--- src/rtl/mem_arbiter_if.sv ---
// =============================================================================
// Module   : mem_arbiter_if
// Summary  : Line-transfer bus shared by both caches and the slow memory port.
// Revision : 1.0
// =============================================================================
`default_nettype none

interface mem_arbiter_if;
  logic          read;
  logic          write;
  logic [31:4]   addr;
  logic [127:0]  wdata;
  logic [127:0]  rdata;
  logic          ready;

  // master issues requests, slave answers with data and the ready strobe
  modport master (output read, write, addr, wdata, input  rdata, ready);
  modport slave  (input  read, write, addr, wdata, output rdata, ready);
endinterface

`default_nettype wire

--- src/rtl/mem_arbiter.sv ---
// =============================================================================
// Module   : mem_arbiter
// Summary  : Shares one slow memory port between the I-cache and D-cache.
//            Macro ARB_RR_EN selects round-robin ties instead of D priority.
// Revision : 1.0
// =============================================================================
`default_nettype none

module mem_arbiter #(
  parameter int STARVE_LIMIT = 4
) (
  input  wire logic     clk,
  input  wire logic     proc_reset,
  mem_arbiter_if.slave  i_port,
  mem_arbiter_if.slave  d_port,
  mem_arbiter_if.master mem_port
);

  typedef enum logic [1:0] {
    IDLE    = 2'd0,
    GNT_I   = 2'd1,
    GNT_D   = 2'd2,
    RELEASE = 2'd3
  } state_t;

  state_t state_q, state_d;
  logic   i_pend, d_pend;
  logic   tie_to_i;
  logic   grant_i, grant_d;

  assign i_pend = i_port.read | i_port.write;
  assign d_pend = d_port.read | d_port.write;

`ifdef ARB_RR_EN
  logic last_d_q, last_d_d;

  assign tie_to_i = last_d_q;
`else
  localparam logic [2:0] LIMIT = 3'(STARVE_LIMIT);
  logic [2:0] starve_q, starve_d;

  // D normally wins a tie; I takes it once D has starved it long enough
  assign tie_to_i = (starve_q == LIMIT);
`endif

  always_comb begin
    state_d = state_q;
    grant_i = 1'b0;
    grant_d = 1'b0;
    case (state_q)
      IDLE: begin
        if (i_pend && d_pend) begin
          grant_i = tie_to_i;
          grant_d = ~tie_to_i;
        end else begin
          grant_i = i_pend;
          grant_d = d_pend;
        end
        if (grant_i)      state_d = GNT_I;
        else if (grant_d) state_d = GNT_D;
      end
      GNT_I: begin
        if (mem_port.ready) state_d = RELEASE;
        else if (!i_pend)   state_d = IDLE;
      end
      GNT_D: begin
        if (mem_port.ready) state_d = RELEASE;
        else if (!d_pend)   state_d = IDLE;
      end
      RELEASE: state_d = IDLE;
      default: state_d = IDLE;
    endcase
  end

  always_ff @(posedge clk or posedge proc_reset) begin
    if (proc_reset) state_q <= IDLE;
    else            state_q <= state_d;
  end

`ifdef ARB_RR_EN
  always_comb begin
    last_d_d = last_d_q;
    if (grant_i)      last_d_d = 1'b0;
    else if (grant_d) last_d_d = 1'b1;
  end

  // reset state means "I served last", so the first tie goes to D
  always_ff @(posedge clk or posedge proc_reset) begin
    if (proc_reset) last_d_q <= 1'b0;
    else            last_d_q <= last_d_d;
  end
`else
  always_comb begin
    starve_d = starve_q;
    if (state_q == IDLE) begin
      if (grant_i || !i_pend)
        starve_d = 3'd0;
      else if (grant_d && (starve_q != LIMIT))
        starve_d = starve_q + 3'd1;
    end
  end

  always_ff @(posedge clk or posedge proc_reset) begin
    if (proc_reset) starve_q <= 3'd0;
    else            starve_q <= starve_d;
  end
`endif

  always_comb begin
    mem_port.read  = 1'b0;
    mem_port.write = 1'b0;
    mem_port.addr  = '0;
    mem_port.wdata = '0;
    case (state_q)
      GNT_I: begin
        mem_port.read  = i_port.read;
        mem_port.write = i_port.write;
        mem_port.addr  = i_port.addr;
        mem_port.wdata = i_port.wdata;
      end
      GNT_D: begin
        mem_port.read  = d_port.read;
        mem_port.write = d_port.write;
        mem_port.addr  = d_port.addr;
        mem_port.wdata = d_port.wdata;
      end
      default: begin
        mem_port.read  = 1'b0;
        mem_port.write = 1'b0;
      end
    endcase
  end

  assign i_port.rdata = mem_port.rdata;
  assign d_port.rdata = mem_port.rdata;
  assign i_port.ready = (state_q == GNT_I) & mem_port.ready;
  assign d_port.ready = (state_q == GNT_D) & mem_port.ready;

endmodule

`default_nettype wire

--- src/flat_wrapper.sv ---
// flat-port wrapper written by rule: the top's interface ports become plain ports
module mem_arbiter_flat 
#(
  parameter int STARVE_LIMIT = 4
)
  (clk, proc_reset, i_port_read, i_port_write, i_port_addr, i_port_wdata, i_port_rdata, i_port_ready, d_port_read, d_port_write, d_port_addr, d_port_wdata, d_port_rdata, d_port_ready, mem_port_read, mem_port_write, mem_port_addr, mem_port_wdata, mem_port_rdata, mem_port_ready);
  mem_arbiter_if i_port_i ();
  mem_arbiter_if d_port_i ();
  mem_arbiter_if mem_port_i ();
  input  wire logic clk;
  input  wire logic proc_reset;
  input wire logic [$bits(i_port_i.read)-1:0] i_port_read;
  input wire logic [$bits(i_port_i.write)-1:0] i_port_write;
  input wire logic [$bits(i_port_i.addr)-1:0] i_port_addr;
  input wire logic [$bits(i_port_i.wdata)-1:0] i_port_wdata;
  output wire logic [$bits(i_port_i.rdata)-1:0] i_port_rdata;
  output wire logic [$bits(i_port_i.ready)-1:0] i_port_ready;
  input wire logic [$bits(d_port_i.read)-1:0] d_port_read;
  input wire logic [$bits(d_port_i.write)-1:0] d_port_write;
  input wire logic [$bits(d_port_i.addr)-1:0] d_port_addr;
  input wire logic [$bits(d_port_i.wdata)-1:0] d_port_wdata;
  output wire logic [$bits(d_port_i.rdata)-1:0] d_port_rdata;
  output wire logic [$bits(d_port_i.ready)-1:0] d_port_ready;
  output wire logic [$bits(mem_port_i.read)-1:0] mem_port_read;
  output wire logic [$bits(mem_port_i.write)-1:0] mem_port_write;
  output wire logic [$bits(mem_port_i.addr)-1:0] mem_port_addr;
  output wire logic [$bits(mem_port_i.wdata)-1:0] mem_port_wdata;
  input wire logic [$bits(mem_port_i.rdata)-1:0] mem_port_rdata;
  input wire logic [$bits(mem_port_i.ready)-1:0] mem_port_ready;
  assign i_port_i.read = i_port_read;
  assign i_port_i.write = i_port_write;
  assign i_port_i.addr = i_port_addr;
  assign i_port_i.wdata = i_port_wdata;
  assign i_port_rdata = i_port_i.rdata;
  assign i_port_ready = i_port_i.ready;
  assign d_port_i.read = d_port_read;
  assign d_port_i.write = d_port_write;
  assign d_port_i.addr = d_port_addr;
  assign d_port_i.wdata = d_port_wdata;
  assign d_port_rdata = d_port_i.rdata;
  assign d_port_ready = d_port_i.ready;
  assign mem_port_read = mem_port_i.read;
  assign mem_port_write = mem_port_i.write;
  assign mem_port_addr = mem_port_i.addr;
  assign mem_port_wdata = mem_port_i.wdata;
  assign mem_port_i.rdata = mem_port_rdata;
  assign mem_port_i.ready = mem_port_ready;
  mem_arbiter #(.STARVE_LIMIT(STARVE_LIMIT)) u_core (.clk(clk), .proc_reset(proc_reset), .i_port(i_port_i), .d_port(d_port_i), .mem_port(mem_port_i));
endmodule
--- config.mk ---
export PLATFORM = sky130hd
export DESIGN_NAME = mem_arbiter_flat
export DESIGN_NICKNAME = d
export VERILOG_FILES = /design/src/rtl/mem_arbiter_if.sv /design/src/rtl/mem_arbiter.sv /design/src/flat_wrapper.sv
export SDC_FILE = /design/constraint.sdc
export NUM_CORES = 1
export LEC_CHECK = 0
export CAP_MARGIN = 30
export CORE_AREA = 2 2 338 340
export CTS_CLUSTER_SIZE = 25
export DETAILED_ROUTE_END_ITERATION = 7
export DIE_AREA = 0 0 340 342
export PLACE_DENSITY = 0.34
export SYNTH_ARGS = -nofsm -noshare
export SYNTH_HDL_FRONTEND = slang
export SYNTH_SLANG_ARGS = --single-unit
--- constraint.sdc ---
create_clock -name clk -period 1.9 [get_ports clk]
set_input_delay 0.19 -clock clk [delete_from_list [all_inputs] [get_ports clk]]
set_output_delay 0.19 -clock clk [all_outputs]
set_load 0.02 [all_outputs]
Word-level counts from Yosys, hierarchy flattened
Index checks and enable logic that the tools add are counted.
{ "word_totals": {"ff_bits": 5, "latchBits": 0, "ramBits": 0, "romBits": 0, "in_bits": 447, "output_inout_bits": 416, "wordCells": 43, "mem_count": 0} }
{ "classes": {"n_addsub": 1, "n_mul": 0, "div": 0, "order_cmp": 0, "n_eq_ne": 8, "shift": 0, "n_mux": 19, "n_bitwise": 5, "reduce_logical": 8} }
{ "ops": {"columns": ["op", "count"], "rows": [
  ["one-hot mux 128 bit (2 select lines)", 1],
  ["one-hot mux 28 bit (2 select lines)", 1],
  ["two-way mux 2 bit", 6],
  ["inequality test 3 bit, second input constant", 3],
  ["one-hot mux 2 bit (4 select lines)", 1],
  ["two-way mux 1 bit", 6],
  ["two-way mux 3 bit", 2],
  ["equality test 2 bit, second input constant", 2],
  ["one-hot mux 1 bit (2 select lines)", 2],
  ["adder 3 x 1 -> 3 bit, second input constant", 1],
  ["equality test 3 bit, second input constant", 1],
  ["inequality test 3 x 1 -> 1 bit, second input constant", 1],
  ["AND reduction 3 bit", 1],
  ["bitwise AND 1 bit", 2],
  ["equality test 2 x 1 -> 1 bit, second input constant", 1],
  ["logical AND 1 bit", 2],
  ["zero test 2 bit", 1],
  ["OR 1 bit", 2],
  ["AND reduction 2 bit", 1],
  ["nonzero test 2 bit", 1],
  ["zero test 1 bit", 1],
  ["logical OR 1 bit", 1],
  ["inverter 1 bit", 1]
]} }

Depth between registers and ports, before layout
Gate-level depths: netlist of the first run.
{ "depth": {"depth_word": 8, "depth_mapped": 7, "depth_no_buf": 6} }

Worst setup path before layout of the first run
No wires, ideal clock.
{ "synth_timing": {"path_type": "flip-flop to output port", "start": "register u_core.state_q[0]", "end": "output mem_port_addr[0]", "arrival_ps": 1501, "required_ps": 1710, "slack_ps": 209, "path_stages_with_launch": 6, "n_path_buf": 2, "path_cell_list": "dfrtp_1 inv_1 ha_1 buf_2 clkbuf_1 nor2b_1"} }
{ "synth_via": {"elab_chain_cells": 2} }
{ "synth_rtl": {"columns": ["item", "line", "rtl"], "rows": [
  ["from (decl)", "mem_arbiter.sv:26", "state_t state_q, state_d;"],
  ["from (signal assigned)", "mem_arbiter.sv:77", "else state_q <= state_d;"],
  ["equality test 2 bit / equality test 2 x 1 -> 1 bit (equally long branches)", "mem_arbiter.sv:114", "case (state_q)"],
  ["one-hot mux 28 bit (2 select lines) *", "mem_arbiter.sv:114", null],
  ["to (decl)", "flat_wrapper.sv:26", "output wire logic [$bits(mem_port_i.addr)-1:0] mem_port_addr;"]
]} }
Mark *: on every way between the ends. The rest lies on a longest branch, timed or not.

Final worst setup path of the first run
{ "layout_timing": {"start": "register u_core.state_q[1]", "end": "output mem_port_wdata[87]"} }
{ "layout_via": {"elab_chain_cells": 2} }
{ "layout_rtl": {"columns": ["item", "line", "rtl"], "rows": [
  ["equality test 2 bit / equality test 2 x 1 -> 1 bit (equally long branches)", "mem_arbiter.sv:114", null],
  ["one-hot mux 128 bit (2 select lines) *", "mem_arbiter.sv:114", null],
  ["to (decl)", "flat_wrapper.sv:27", "output wire logic [$bits(mem_port_i.wdata)-1:0] mem_port_wdata;"]
]} }
Marks and branches as above.

==> flow_summary.toml, run 1 <==
[pwr]
internal_power_mw = 12.4
power.share.sequential = 0.008
clockPowerShare = 0.015
swShare = 0.453
irDropWorstVdd_uv = 675
cellLeakagePower_nw = 4.52
pwr_density_cell_nw_per_um2 = 1690
power_mw = 22.7
comb_power_share = 0.977
power.switching_mw = 10.3

[setup_path]
critPathMaxStageDelay_ps = 390
r2r_end = "u_core.state_q[1]$_DFFE_PP0P_"
crit_top_cell = "buf_12"
crit_path_end = "mem_port_wdata[87]"
end_kind = "output pin"
required_ps = 1710
worstPathArrival_ps = 1960
critical_path.top_delay_family = "buffers and inverters"
crit_path_start = "u_core.state_q[1]$_DFFE_PP0P_"
path_buf_inv = 5
reg2reg_from = "u_core.state_q[0]$_DFFE_PP0P_"
path_depth = 8
crit_type = "reg -> out"
r2r_slack_ps = -140
cp-start-kind = "register"
crit_chain = "buf_6 > ha_4 > buf_12 > buf_12 > buf_16 > a22oi_2 > nor2b_2 > buf_12"
crit_slowest_cell = "dfrtp_1"
worst-r2r-cell-count = 10
path_max_fanout = 6

[place]
gp_congestion = 0.860
hpwl_mm = 48.1
io_buffers = 478

[final_layout]
synthToLayoutAreaGrowth_pct = 182
fillers = 12900
final_common_cell = "clkdlybuf4s50_1"
final_cell_mix = "318 x clkdlybuf4s50_1, 155 x a22oi_2, 109 x buf_12"
layout-drive-gt1-share = 0.579
final_core_util = 0.119
nets = 1435

[timing]
period_share = 1.13
fin_ws_ps = -247
final_hold_viol_count = 0
skew_ps = 0.113
post-route-min-period_ps = 2150
hold_ws_ps = 188
tightest_slew_ps = 433
rsz0062_at_grt = "yes"
relSlewSlack = 0.711
finalSetupTns_ps = -17810
finalMaxSlewViolations = 0
setup_viol = 148
max_freq_mhz = 466

[grt]
grt_use_total = 0.0938
first_global_vias = 6695
grt_max_degree = 17
gr-total-overflow = 0
antenna_found_initial = 12
grt_pass1_wl_mm = 71.5

[clock_network]
hold_buffers = 0
htreeDepth = 1
cts_sinks = 5
clkTransAtPathRegs_ps = 30
cts_made_buffers = 3
cts_root_buf = "clkbuf_16"
cts_tree = "built"
clockBufferDepth = 2
clk_latency_ps = 230

[logic_synthesis]
synth_nets = 1120
ys_seq_area_frac = 0.0263
synth_top_area_frac = 0.413
synth_largest_area_cell = "buf_4"
syn_area_per_cell_um2 = 7.12
synth_seq_cells = 5
yosys_warnings = 0
synth.cell_area_um2 = 4750
ys_types = 23
yosys-top-cells-area = "buf_4 41%, a22oi_1 25%, nor2b_1 21%"
synth_cells = 667

[outcome]
violations = "negative setup slack"
status = "complete, but fails checks"

[drt]
antenna_left = 0
drtPass1Iterations = 4
viasPerCell = 2.52
post_drt_wl_per_cell_um = 23.6
drt_iter0_markers = 190
num_vias = 6289
totalWireLength_mm = 59.0
drc = 0

[floorplanning]
core_region_area_um2 = 113000
rows = 124
die_h_um = 342
io_pins = 863
fp.dieW_um = 340
dieArea_um2 = 116000
initial_core_util = 0.0420

[job]
max_cap_violations = 0

[min_path]
hold_class = "in -> async"
-- power groups by stage --
stage               Clock [mW]  Sequential [mW]  Combinational (mW)
detailed placement           0            0.177                15.2
global placement             0            0.173                15.1
global route             0.355            0.188                23.5
floorplan                    0            0.173                6.66
CTS                      0.345            0.183                21.1
finish                   0.344            0.183                22.2
-- sequential cells by signal, summed over array words and instances (netlist names) --
register         cells
u_core.starve_q      3
u_core.state_q       2
-- metal layers --
layer	vias up	share of wire	GRT usage
li1	2676	-	-
met1	2923	0.39	0.109
met2	612	0.44	0.146
met3	70	0.14	0.0593
met4	8	0.019	0.0166
met5	-	0.00091	0
-- kinds of logic (layout without fill, tap and decap cells) --
group	count (synthesis)	count (layout)	synth area share
muxes	2	2	0.00632
DFF	5	5	0.0263
buffers and inverters	315	629	0.464
other	0	7	0
adders and majority gates	6	6	0.0158
and+or+nand+nor	168	168	0.218
AOI/OAI and AO/OA	171	171	0.269
-- worst min path at each step --
stage | startpoint | to | slack [ps] | cells past startpoint
3_5_place_dp | mem_port_rdata[1] | d_port_rdata[1] | 380 | 0
5_1_grt | proc_reset | u_core.state_q[0]$_DFFE_PP0P_ | 220 | 2
4_1_cts | proc_reset | u_core.state_q[0]$_DFFE_PP0P_ | 210 | 2
3_3_place_gp | mem_port_rdata[1] | d_port_rdata[1] | 380 | 0
6_report | proc_reset | u_core.state_q[0]$_DFFE_PP0P_ | 190 | 2
2_1_floorplan | proc_reset | u_core.starve_q[0]$_DFFE_PP0P_ | -30 | 1
-- synthesized netlist by cell type (all sizes together) --
library cell and n:
buf 294, a22oi 158, nor2b 158, clkbuf 15, o21ai 7, ha 6
inv 6, dfrtp 5, nand2 4, a21oi 2, and2 2, mux2 2
nor2 2, a211oi 1, a21boi 1, a31oi 1, nand2b 1, nand3b 1
o2bb2ai 1
-- metrics by stage --
step | setup slack, ps | instances | instance area [um2]
after global placement | -403 | 2397 | 10500
final | -247 | 2500 | 13400
after global routing | -329 | 2498 | 13400
after detailed placement | -420 | 2397 | 10500
after CTS | -297 | 2459 | 12400
after floorplan | 209 | 667 | 4750
-- timing repair --
item                       CTS  global route
gates resized for setup    571           224
pin swaps                   46            42
buffers inserted            38            45
cloned                      22             6
setup endpoints to repair  158           161
-- layout make-up --
cell class | count | area, um2 | area share
multi-input combinational | 347 | 3710 | 0.277
clock buffer | 4 | 78.8 | 0.00588
inverter | 6 | 22.5 | 0.00168
timing repair buffer | 619 | 7570 | 0.564
tap | 1512 | 1890 | 0.141
antenna | 7 | 17.5 | 0.00131
sequential | 5 | 125 | 0.00933
Note: power is estimated with default switching activity, not from simulation.
==> run 2: changes to the inputs <==
--- a/config.mk
+++ b/config.mk
@@ -10,6 +10,7 @@
 export CTS_CLUSTER_SIZE = 25
 export DETAILED_ROUTE_END_ITERATION = 7
 export DIE_AREA = 0 0 340 342
+export GPL_ROUTABILITY_DRIVEN = 0
 export PLACE_DENSITY = 0.34
 export SYNTH_ARGS = -nofsm -noshare
 export SYNTH_HDL_FRONTEND = slang
==> results of run 2 <==
Same layout as run 1: the final DEF is identical, and so are final timing and power.
==> run 3: changes to the inputs <==
--- a/config.mk
+++ b/config.mk
@@ -6,10 +6,10 @@
 export NUM_CORES = 1
 export LEC_CHECK = 0
 export CAP_MARGIN = 30
-export CORE_AREA = 2 2 338 340
+export CORE_AREA = 3 3 339 341
 export CTS_CLUSTER_SIZE = 25
 export DETAILED_ROUTE_END_ITERATION = 7
-export DIE_AREA = 0 0 340 342
+export DIE_AREA = 0 0 342 344
 export GPL_ROUTABILITY_DRIVEN = 0
 export PLACE_DENSITY = 0.34
 export SYNTH_ARGS = -nofsm -noshare
==> flow_summary.toml, run 3 (synthesized netlist as in run 1, its figures left out) <==
[final_layout]
largest_reg_flops = 3
final_core_util = 0.120
layout-drive-gt1-share = 0.567
nets = 1430
final_common_cell = "clkdlybuf4s50_1"
top_register = "u_core.starve_q"
design_area_um2 = 13400
final_cell_mix = "318 x clkdlybuf4s50_1, 139 x a22oi_2, 121 x buf_12"
reg.largest.list = "u_core.starve_q (3), u_core.state_q (2)"
synthToLayoutAreaGrowth_pct = 183

[timing]
post-route-min-period_ps = 2140
max_freq_mhz = 468
setup_viol = 148
hold_ws_ps = 182
period_share = 1.13
fin_ws_ps = -239
final_hold_viol_count = 0
relSlewSlack = 0.735
rsz0062_at_grt = "yes"
tightest_slew_ps = 397
finalMaxSlewViolations = 0
skew_ps = 1.72
finalSetupTns_ps = -17420

[drt]
antenna_left = 0
viasPerCell = 2.47
num_vias = 6135
totalWireLength_mm = 61.6
drc = 0
drt_iter0_markers = 153
post_drt_wl_per_cell_um = 24.8
drtPass1Iterations = 4

[setup_path]
cp-start-kind = "register"
worstPathArrival_ps = 1950
required_ps = 1710
path_max_fanout = 6
end_kind = "output pin"
crit_type = "reg -> out"

[clock_network]
cts_made_buffers = 3
clkTransAtPathRegs_ps = 40
cts_tree = "built"
cts_root_buf = "clkbuf_16"
clockBufferDepth = 2
clk_latency_ps = 230
htreeDepth = 1
cts_sinks = 5
hold_buffers = 0

[floorplanning]
rows = 123
core_region_area_um2 = 112000
fp.dieW_um = 342
initial_core_util = 0.0423
io_pins = 863
dieArea_um2 = 118000
die_h_um = 344

[pwr]
pwr_density_cell_nw_per_um2 = 1710
irDropWorstVdd_uv = 486
cellLeakagePower_nw = 4.57

[grt]
antenna_found_initial = 8
gr-total-overflow = 0
top_usage_layer = "met2"
met1_usage = 0.110
grt_max_degree = 40
first_global_vias = 6546
grt_use_total = 0.0925
grt_pass1_wl_mm = 71.1
grt_util_met3 = 0.0616
use_met2 = 0.143

[place]
hpwl_mm = 50.7
dpl_cell_area_um2 = 10800
io_buffers = 478
pre_cts_ws_ps = -473

[outcome]
status = "complete, but fails checks"
violations = "negative setup slack"

[min_path]
hold_class = "in -> async"

[job]
max_cap_violations = 0
## run 3: critical path, stage by stage (launching register included)
cell and delay (ps):
dfrtp_1 400, buf_6 130, ha_4 180, buf_12 160
buf_12 140, buf_4 130, buf_6 110, a22oi_1 170
nor2b_1 90, buf_2 170
## run 3: worst paths after layout
check	from	end	slack [ps]	cells after the start
max	u_core.state_q[1]$_DFFE_PP0P_	mem_port_addr[19]	-240	9
min	proc_reset	u_core.state_q[0]$_DFFE_PP0P_	180	2
max reg2reg	u_core.state_q[1]$_DFFE_PP0P_	u_core.state_q[0]$_DFFE_PP0P_	-20	9
min reg2reg	u_core.starve_q[2]$_DFFE_PP0P_	u_core.starve_q[2]$_DFFE_PP0P_	570	2
max in group asynchronous	proc_reset	u_core.starve_q[2]$_DFFE_PP0P_	1530	2
min in group clk	mem_port_rdata[77]	i_port_rdata[77]	380	0
## run 3: final cells by class
cell class	instances	area, um2
sequential	5	125
multi-input combinational	347	3740
fill	12800	98700
clock buffer	4	78.8
timing repair buffer	614	7590
tap	1500	1880
inverter	6	22.5
antenna	4	10.0
## run 3: repair_timing
item / 4_1_cts / 5_1_grt
setup buffers: 25 / 33
pin swaps: 14 / 48
endpoints found under the setup margin: 159 / 158
resized for setup: 485 / 258
cloned: 6 / 18
## run 3: per-stage QoR
step / power (mW) / std cells
2_1_floorplan: 6.84 / 667
3_3_place_gp: 16.3 / 2396
3_5_place_dp: 16.3 / 2396
4_1_cts: 19.8 / 2429
5_1_grt: 24.5 / 2478
6_report: 23.0 / 2480
## run 3: layer usage
metal,vias up,wire length [um]
li1,2663,-
met1,2802,24200
met2,621,26900
met3,49,9600
met4,0,910
met5,-,0
## run 3: power breakdown
group | internal [mW] | switching [mW]
clock | 0.279 | 0.0767
combinational | 12.1 | 10.4
sequential | 0.152 | 0.0358
